File: src/rtl/mmio_in_ports_pkg.sv
// Shared constants for the memory-mapped input-port peripheral.
// Register offsets are relative to the block base address.
package mmio_in_ports_pkg;

  localparam int unsigned NUM_IN_PORTS = 4;
  localparam logic [31:0] PORT_IN_BASE = 32'h4000_0000;

  localparam int unsigned OFF_DATA_A = 0;
  localparam int unsigned OFF_DATA_B = 1;
  localparam int unsigned OFF_DATA_C = 2;
  localparam int unsigned OFF_DATA_D = 3;
  localparam int unsigned OFF_STATUS = 4;
  localparam int unsigned OFF_MASK   = 5;
  localparam int unsigned NUM_REGS   = 6;

endpackage

File: src/rtl/in_port_sync.sv
// Multi-flop synchroniser for one external input word, with a one-cycle-late
// copy used to flag any change of the synchronised value.
module in_port_sync #(
  parameter int WIDTH       = 32,
  parameter int SYNC_STAGES = 2
) (
  input  logic             clk,
  input  logic             reset,
  input  logic [WIDTH-1:0] port_in,
  output logic [WIDTH-1:0] sync_out,
  output logic             changed
);

  logic [SYNC_STAGES-1:0][WIDTH-1:0] sync_q, sync_d;
  logic [WIDTH-1:0]                  prev_q, prev_d;

  always_comb begin
    // stage 0 samples the raw input; higher stages shift toward sync_out
    sync_d = {sync_q[SYNC_STAGES-2:0], port_in};
    prev_d = sync_q[SYNC_STAGES-1];
  end

  always_ff @(posedge clk) begin
    if (reset) begin
      sync_q <= '0;
      prev_q <= '0;
    end else begin
      sync_q <= sync_d;
      prev_q <= prev_d;
    end
  end

  assign sync_out = sync_q[SYNC_STAGES-1];
  assign changed  = (sync_q[SYNC_STAGES-1] != prev_q);

endmodule

File: src/rtl/mmio_in_ports.sv
// Load-readable input ports with sticky change status, interrupt mask and a
// one-cycle registered read path that drives zero when not selected.
module mmio_in_ports
  import mmio_in_ports_pkg::*;
#(
  parameter int               WIDTH       = 32,
  parameter logic [WIDTH-1:0] BASE_ADDR   = WIDTH'(PORT_IN_BASE),
  parameter int               SYNC_STAGES = 2
) (
  input  logic             clk,
  input  logic             reset,
  input  logic [WIDTH-1:0] port_in_a,
  input  logic [WIDTH-1:0] port_in_b,
  input  logic [WIDTH-1:0] port_in_c,
  input  logic [WIDTH-1:0] port_in_d,
  input  logic             rd_en,
  input  logic [WIDTH-1:0] rd_addr,
  output logic [WIDTH-1:0] rd_data,
  output logic             rd_valid,
  input  logic             wr_en,
  input  logic [WIDTH-1:0] wr_addr,
  input  logic [WIDTH-1:0] wr_data,
  output logic             irq
);

  logic [NUM_IN_PORTS-1:0][WIDTH-1:0] port_in, sync_val;
  logic [NUM_IN_PORTS-1:0]            chg;

  assign port_in = {port_in_d, port_in_c, port_in_b, port_in_a};

  for (genvar g = 0; g < NUM_IN_PORTS; g++) begin : g_port
    in_port_sync #(
      .WIDTH      (WIDTH),
      .SYNC_STAGES(SYNC_STAGES)
    ) u_sync (
      .clk     (clk),
      .reset   (reset),
      .port_in (port_in[g]),
      .sync_out(sync_val[g]),
      .changed (chg[g])
    );
  end

  logic [WIDTH-1:0]        rd_off, wr_off;
  logic [NUM_IN_PORTS-1:0] changed_q, changed_d;
  logic [NUM_IN_PORTS-1:0] mask_q, mask_d;
  logic [NUM_IN_PORTS-1:0] status_clr;
  logic [WIDTH-1:0]        rd_data_q, rd_data_d;
  logic                    rd_valid_q, rd_valid_d;
  logic                    unused_wr_hi;

  assign unused_wr_hi = ^wr_data[WIDTH-1:NUM_IN_PORTS];

  always_comb begin
    // addresses below the base wrap to huge offsets and so never decode
    rd_off     = rd_addr - BASE_ADDR;
    wr_off     = wr_addr - BASE_ADDR;
    rd_valid_d = 1'b0;
    rd_data_d  = '0;
    status_clr = '0;
    if (rd_en && (rd_off < WIDTH'(NUM_REGS))) begin
      rd_valid_d = 1'b1;
      if (rd_off < WIDTH'(NUM_IN_PORTS)) begin
        rd_data_d = sync_val[rd_off[1:0]];
      end else if (rd_off == WIDTH'(OFF_STATUS)) begin
        rd_data_d  = WIDTH'(changed_q);
        status_clr = changed_q;
      end else begin
        rd_data_d = WIDTH'(mask_q);
      end
    end
    // only the bits actually returned are cleared; a fresh change wins
    changed_d = (changed_q & ~status_clr) | chg;
    mask_d    = (wr_en && (wr_off == WIDTH'(OFF_MASK))) ?
                wr_data[NUM_IN_PORTS-1:0] : mask_q;
  end

  always_ff @(posedge clk) begin
    if (reset) begin
      changed_q  <= '0;
      mask_q     <= '0;
      rd_data_q  <= '0;
      rd_valid_q <= 1'b0;
    end else begin
      changed_q  <= changed_d;
      mask_q     <= mask_d;
      rd_data_q  <= rd_data_d;
      rd_valid_q <= rd_valid_d;
    end
  end

  assign rd_data  = rd_data_q;
  assign rd_valid = rd_valid_q;
  assign irq      = |(changed_q & mask_q);

endmodule

File: config.mk
export PLATFORM = sky130hd
export DESIGN_NAME = mmio_in_ports
export DESIGN_NICKNAME = d
export VERILOG_FILES = /design/src/rtl/mmio_in_ports_pkg.sv /design/src/rtl/in_port_sync.sv /design/src/rtl/mmio_in_ports.sv
export SDC_FILE = /design/constraint.sdc
export NUM_CORES = 1
export LEC_CHECK = 0
export CAP_MARGIN = 30
export CORE_UTILIZATION = 47
export CTS_CLUSTER_SIZE = 30
export DETAILED_ROUTE_END_ITERATION = 8
export PLACE_DENSITY = 0.73
export SLEW_MARGIN = 20
export SYNTH_ARGS = -nofsm -noshare
export SYNTH_HDL_FRONTEND = slang
export SYNTH_HIERARCHICAL = 1
export SYNTH_SLANG_ARGS = --single-unit
File: constraint.sdc
create_clock -name clk -period 2.3 [get_ports clk]
set_input_delay 0.46 -clock clk [delete_from_list [all_inputs] [get_ports clk]]
set_output_delay 0.46 -clock clk [all_outputs]
set_load 0.01 [all_outputs]
==> key figures, run 1 <==
Status
  – Status: complete, no violations

Clock tree
  – Postcts setup bufs: 0
  – Clk_lat worst skew: ~0.54 ns
  – Clock-pin transition on the worst setup and hold timing paths: approximately 0.06 ns
  – Bufs on Longest Clock Path: 3
  – Root buf cell: clkbuf_16
  – CTS buffer count: 42
  – CTS tree: done
  – Hold-fix buffers, CTS: 0
  – Htree depth: 2
  – Number of clock sinks: 425
  – Post-cts resize count: 0

Route
  – Final WL: 30930 um
  – Highest routed metal layer: met4
  – Drt drc: 0
  – Vias per std cell: 4.633
  – Wire per inst: ~17 um
  – Via count: 8529
  – WL met3: 1900 um
  – Post-DRT Antenna Nets: 0
  – Detailed Routing Iterations Pass 1: 4
  – Wl on met1: 13670 um
  – Iter 0 DRT Violations: 430
  – DR WL met2: 14690 um

Place
  – Hpwl dp: 23150 um
  – GPL Wtd Cong: 0.8189
  – Post-placement setup slack: -0.1017 ns
  – Port Buffers: 233

STA
  – Hold slack final: ~0.31 ns
  – Tmin final: approximately 2.1 ns
  – Slew HR: 0.7317
  – Least-Margin Pin Slew: 0.3988 ns
  – Final hold vios: 0
  – Final setup violation count: 0
  – Final Cycle Share: 0.9180
  – FMAX: 473.6 MHz
  – Setup TNS: 0 ns
  – RSZ-0062 raised after global routing: false
  – Setup Skew: 0.02549 ns
  – Max Slew Vio Count: 0
  – Final setup margin: roughly 0.19 ns

Finish
  – Fillers: 2282
  – Nets@finish: 1654
  – Layout area overhead: 30.75%
  – Sequential Area: 0.008508 mm^2
  – Area of the multi-input gates: 0.005253 mm^2
  – Proportion of layout cells with a drive suffix above 1: 0.09272

Yosys
  – Adder-cell area share of the yosys netlist: 0.001789
  – Register bit total from synthesis: 425
  – Syn_nets: 1398
  – Post-synthesis sequential area ratio: 0.6081
  – Synth top area share: 0.6081
  – Post-Synthesis Cells: 1168
  – Proportion of synthesized area in mux cells: 0.05723
  – Syn_area_per_cell: 11.98 um^2
  – Largest family of logic cells by synthesized area: simple AND/OR/NAND/NOR gates
  – Dominant cell type by area after synthesis: dfxtp_1
  – Xor and xnor area share after synthesis: 0.08013
  – Simple-gate share of the synthesized area: 0.2284
  – Ys Warns: 6
  – Top cells by area, synth: dfxtp_1, nor2b_1, xnor2_1
  – Post-synthesis cell area: 0.01399 mm^2
  – Distinct cell type count after synthesis: 29
  – Compound-Gate Fraction of Synth Area: 0.007870

Global route
  – Grt ovf: 0
  – Largest net degree at the start of global routing: just over 60
  – Total track usage: 0.2046
  – Vias in the first global route: 8622
  – First-pass GRT wire length: 47240 um
  – Initial antenna violation count: 0

Min path
  – Hold crit path type: in -> reg

Worst setup path
  – CP endpoint kind: output pin
  – Max incr delay on CP: 0.50 ns
  – CP Buf/Inv Count: 1
  – CP Cell Sequence: a22oi_1 > nand2_1 > clkdlybuf4s50_1
  – CP Launch Type: register
  – Worst path arrival time: 1.65 ns
  – Req. time, crit path: 1.84 ns
  – Slowest cell on crit path: clkdlybuf4s50_1
  – Crit path max fanout: 3
  – CP delay by family, top: buffers and inverters
  – Critical path class: reg -> out

Die
  – Die W: 174.5 um
  – DIE HEIGHT: 174.5 um
  – Io pins: around 260
  – Core Footprint: ~0.029 mm^2
  – # rows: 62
  – Initial Util: 0.4822
  – Die area: around 0.030 mm^2

Power and ir drop
  – Worst ir drop on vdd: 0.4873 mV
  – Leakage: 0.006854 uW
  – Power Density: 849.3 mW/mm^2

Job
  – Max cap viols: 0
[kinds of logic (layout without fill, tap and decap cells)]
family | after synthesis | count (layout)
multiplexers | 40 | 40
flip-flops | 425 | 425
buffers and inverters | 54 | 342
AND/OR/NAND/NOR | 505 | 505
adder cells (fa/ha/maj) | 2 | 2
AO/OA/AOI/OAI | 14 | 14
XOR/XNOR | 128 | 128
other | 0 | 1
[per-layer routing]
layer,track usage,vias up
li1,-,4277
met1,0.2751,3989
met2,0.3373,224
met3,0.03412,39
met4,0.06232,0
met5,0,-
[metrics by stage]
stage | cells | instance area (um^2) | total power, uW | util
after floorplan | 1168 | 13990 | 8455 | -
after global placement | 1764 | 16910 | 9028 | 0.5828
after detailed placement | 1764 | 16910 | 9042 | 0.5828
after CTS | 1840 | 18290 | 15660 | 0.6305
after global routing | 1840 | 18290 | 16100 | 0.6305
final | 1841 | 18290 | 15540 | 0.6305
[path summary, 6_finish.rpt]
path,cells past startpoint,end,slack [ns],start
setup / recovery,3,irq,0.19,changed_q[2]$_SDFF_PP0_
hold reg to reg,1,g_port[2].u_sync/sync_out[6]$_SDFF_PP0_,0.43,g_port[2].u_sync/sync_d[38]$_SDFF_PP0_
setup reg to reg,6,changed_q[2]$_SDFF_PP0_,0.48,g_port[2].u_sync/sync_out[3]$_SDFF_PP0_
hold / removal,2,g_port[1].u_sync/sync_out[9]$_SDFF_PP0_,0.31,reset
[cells in the final DEF, fill, tap and decap left out, types with 3 or more instances in the layout]
master and count:
a211oi_1 8, and2b_1 40, buf_12 8, buf_4 22
clkbuf_1 11, clkbuf_16 43, clkbuf_8 8, clkdlybuf4s50_1 231
clkinv_2 7, dfxtp_1 425, inv_1 3, mux2i_1 8
mux4_2 32, nand2_1 10, nand4_1 34, nor2_1 19
nor2b_1 373, nor4_1 14, nor4_2 3, xnor2_1 128
[state kept, by name, summed over array words and instances (netlist names)]
| register | count |
|---|---|
| mask_q | 4 |
| g_port.u_sync/sync_out | 128 |
| rd_valid | 1 |
| rd_data | 32 |
| g_port.u_sync/sync_d | 128 |
| g_port.u_sync/prev_q | 128 |
| changed_q | 4 |
[cell type report]
| type | count | share of cell area |
|---|---|---|
| timing repair buffer | 263 | 0.1453 |
| multi-input combinational | 689 | 0.2871 |
| tap | 384 | 0.02626 |
| inverter | 3 | 0.0006156 |
| clock buffer | 62 | 0.06710 |
| antenna | 1 | 0.0001368 |
| clock inverter | 14 | 0.008413 |
| sequential | 425 | 0.4651 |
[synth_stat cells]
master    count
mux4_2       32
nor4_2        3
nor2_1       19
inv_1         3
nor4_1       14
nand3_1       2
or3_1         2
ha_1          2
a211oi_1      8
nand2_1      10
nor4_4        2
o32a_1        1
o31ai_1       1
nor2b_1     373
and2b_1      40
mux2i_1       8
o41ai_1       1
nor4bb_1      1
buf_1         2
nand4_2       1
nor4b_1       2
xnor2_1     128
clkbuf_1     27
nor3_1        2
a311oi_1      1
dfxtp_1     425
buf_2        22
a22oi_1       2
nand4_1      34
[power breakdown]
part | switching [uW] | leakage [uW] | internal, uW | total [uW]
Clock | 2720 | 0.000683 | 3950 | 6660
Sequential | 186 | 0.00349 | 7640 | 7830
Combinational | 358 | 0.00268 | 688 | 1050
Total | 3260 | 0.00685 | 12300 | 15500
[worst register-to-register path: stages (launching register included)]
cell and delay, ns:
dfxtp_1 0.46, xnor2_1 0.15, nand4_1 0.19, nor4_1 0.44, nand2_1 0.21, nor2_1 0.15
a211oi_1 0.08
Note: power is estimated with default switching activity, not from simulation.
==> run 2, diff against run 1 <==
Settings changed: ABC_CLOCK_PERIOD_IN_PS set to 2300, CELL_PAD_IN_SITES_DETAIL_PLACEMENT set to 0, CELL_PAD_IN_SITES_GLOBAL_PLACEMENT set to 2, CORE_UTILIZATION 47 to 34, HOLD_SLACK_MARGIN set to 0.15, PLACE_DENSITY 0.73 to unset, PLACE_DENSITY_LB_ADDON set to 0.1.
==> run 2 against run 1 <==
Against the previous run: first-iteration DRC count is 29% lower; clock skew down 0.0089 ns; power up 4.2%; sequential cell count unchanged; fmax increased by 0.38%; die area is 38% higher.
==> key figures, run 2 (same netlist as run 1, synthesis figures left out) <==
Worst setup path
  – Req. time, crit path: 1.84 ns (about the same)
  – CP Launch Type: register (unchanged)
  – Worst path arrival time: 1.64 ns (was 1.65 ns)
  – Crit path max fanout: 3 (unchanged)
  – CP Cell Sequence: a22oi_1 > nand2_1 > clkdlybuf4s50_1 (unchanged)
  – CP endpoint kind: output pin (unchanged)
  – CP Buf/Inv Count: 1 (unchanged)
  – R2R Path End: changed_q[2]$_SDFF_PP0_ (unchanged)
  – Slowest cell on crit path: clkdlybuf4s50_1 (unchanged)
  – Reg2reg path depth: 6 (unchanged)
  – Critical path class: reg -> out (unchanged)
  – CP delay by family, top: buffers and inverters (unchanged)
  – Worst r2r src: g_port[2].u_sync/sync_out[7]$_SDFF_PP0_ (was g_port[2].u_sync/sync_out[3]$_SDFF_PP0_)
  – R2R Setup Slk: 0.51 ns (was 0.48 ns)
  – Max incr delay on CP: 0.49 ns (was 0.50 ns)

Route
  – Post-DRT Antenna Nets: 0 (unchanged)
  – Drt drc: 0 (unchanged)
  – Final WL: 35460 um (was 30930 um)
  – Vias per std cell: 4.253 (was 4.633)
  – Via count: 8433 (was 8529)
  – Detailed Routing Iterations Pass 1: 4 (unchanged)
  – Wire per inst: 17.88 um (was 16.80 um)
  – Highest routed metal layer: met4 (unchanged)
  – Iter 0 DRT Violations: 304 (was 430)
  – DR WL met2: 16910 um (was 14690 um)
  – Wl on met1: 16350 um (was 13670 um)
  – WL met3: 1411 um (was 1900 um)

Clock tree
  – Bufs on Longest Clock Path: 3 (unchanged)
  – Hold-fix buffers, CTS: 0 (unchanged)
  – Root buf cell: clkbuf_16 (unchanged)
  – Postcts setup bufs: 0 (unchanged)
  – Number of clock sinks: 425 (unchanged)
  – CTS tree: done (unchanged)
  – CTS buffer count: 45 (was 42)
  – Htree depth: 2 (unchanged)
  – Clock-pin transition on the worst setup and hold timing paths: 0.06 ns (about the same)
  – Clk_lat worst skew: 0.56 ns (was 0.54 ns)
  – Post-cts resize count: 0 (unchanged)

STA
  – RSZ-0062 raised after global routing: false (unchanged)
  – Slew HR: 0.6166 (was 0.7317)
  – Hold slack final: 0.3791 ns (was 0.3075 ns)
  – Final setup violation count: 0 (unchanged)
  – Final Cycle Share: 0.9145 (was 0.9180)
  – Setup TNS: 0 ns (unchanged)
  – Final hold vios: 0 (unchanged)
  – Setup Skew: 0.01655 ns (was 0.02549 ns)
  – Max Slew Vio Count: 0 (unchanged)
  – Tmin final: 2.103 ns (was 2.111 ns)
  – Least-Margin Pin Slew: 0.5751 ns (was 0.3988 ns)
  – FMAX: 475.4 MHz (was 473.6 MHz)

Die
  – Die W: 204.9 um (was 174.5 um)
  – Initial Util: 0.3481 (was 0.4822)
  – Core Footprint: 0.04019 mm^2 (was 0.02901 mm^2)
  – Die area: 0.04197 mm^2 (was 0.03046 mm^2)
  – Io pins: 262 (unchanged)
  – DIE HEIGHT: 204.9 um (was 174.5 um)
  – # rows: 73 (was 62)

Place
  – Hpwl dp: 26780 um (was 23150 um)
  – Port Buffers: 233 (unchanged)
  – GPL Wtd Cong: 0.7650 (was 0.8189)
  – Placed cell area: 0.01705 mm^2 (was 0.01691 mm^2)

Global route
  – Total track usage: 0.1698 (was 0.2046)
  – First-pass GRT wire length: 51820 um (was 47240 um)
  – Grt ovf: 0 (unchanged)
  – Vias in the first global route: 8551 (was 8622)
  – Initial antenna violation count: 1 (was 0)
  – Largest net degree at the start of global routing: 77 (was 62)

Min path
  – Hold path depth: 2 (unchanged)
  – Hold crit path type: in -> reg (unchanged)
  – Hold Path Sink: g_port[0].u_sync/prev_q[11]$_SDFF_PP0_ (was g_port[1].u_sync/sync_out[9]$_SDFF_PP0_)
  – Hold wc startpoint: reset (unchanged)

Power and ir drop
  – Power Density: 872.6 mW/mm^2 (was 849.3 mW/mm^2)
  – Leakage: 0.006902 uW (was 0.006854 uW)
  – Worst ir drop on vdd: 0.4114 mV (was 0.4873 mV)

Status
  – Status: complete, no violations (unchanged)

Finish
  – Commonest non-fill, non-tap cell in the layout: dfxtp_1 (unchanged)
  – Proportion of layout cells with a drive suffix above 1: 0.09677 (was 0.09272)
  – Layout area overhead: 32.64% (was 30.75%)
  – Nets@finish: 1656 (was 1654)
  – Most frequent cells in the layout: dfxtp_1, nor2b_1, clkdlybuf4s50_1, xnor2_1, clkbuf_16 (unchanged)
  – Design area: 0.01856 mm^2 (was 0.01829 mm^2)

Job
  – Max cap viols: 0 (unchanged)
run 2: cell count changes in the layout (fill, tap and decap cells not counted), sizes merged:
cell / before / now
bufinv: 2 / 5
clkbuf: 62 / 60
buf: 32 / 31
clkinvlp: 0 / 1
run 2: power breakdown:
group / switching, uW / internal [uW] / total (uW)
combinational: 372 / 683 / 1050
clock: 2860 / 4440 / 7300
sequential: 198 / 7640 / 7840
total: 3430 / 12800 / 16200
run 2: layout make-up:
cell class,instances,area (um^2)
Clock inverter,18,229.0
Tap cell,525,656.9
Clock buffer,60,1272
Fill cell,3785,21630
Inverter,3,11.26
Multi-Input combinational cell,689,5253
Timing Repair Buffer,262,2625
Sequential cell,425,8508
Antenna cell,1,2.502
run 2: metal layers:
metal  up-vias  global-route usage
met1      3940              0.2231
met4         0             0.05397
met2       160              0.2829
met5         -                   0
li1       4280                   -
met3        53             0.02848
run 2: through the flow:
step                      total power [uW]  instances  setup slack [ns]  utilization
final                                16190       1983            0.1966       0.4618
after global routing                 16820       1982           0.09092       0.4617
after CTS                            16430       1982            0.1395       0.4617
after detailed placement              9080       1904           -0.1332       0.4243
after global placement                9078       1904          -0.06162       0.4243
after floorplan                       8455       1168            0.3460            -
run 2: worst max-delay path by stage:
stage,from,depth (start not counted),end
after floorplan,rd_addr[0],4,rd_data[20]$_SDFF_PP0_
after global placement,rd_addr[20],7,rd_data[3]$_SDFF_PP0_
after detailed placement,rd_addr[18],7,rd_data[1]$_SDFF_PP0_
after CTS,mask_q[1]$_SDFFE_PP0P_,3,irq
after global routing,changed_q[2]$_SDFF_PP0_,3,irq
final,changed_q[2]$_SDFF_PP0_,3,irq
run 2: worst reg2reg max path: cells and delay by family (launching register included):
kind             cells  cell delay (ns)
AO/OA/AOI/OAI        1             0.08
XOR/XNOR             1             0.17
flip-flops           1             0.51
AND/OR/NAND/NOR      4             0.92
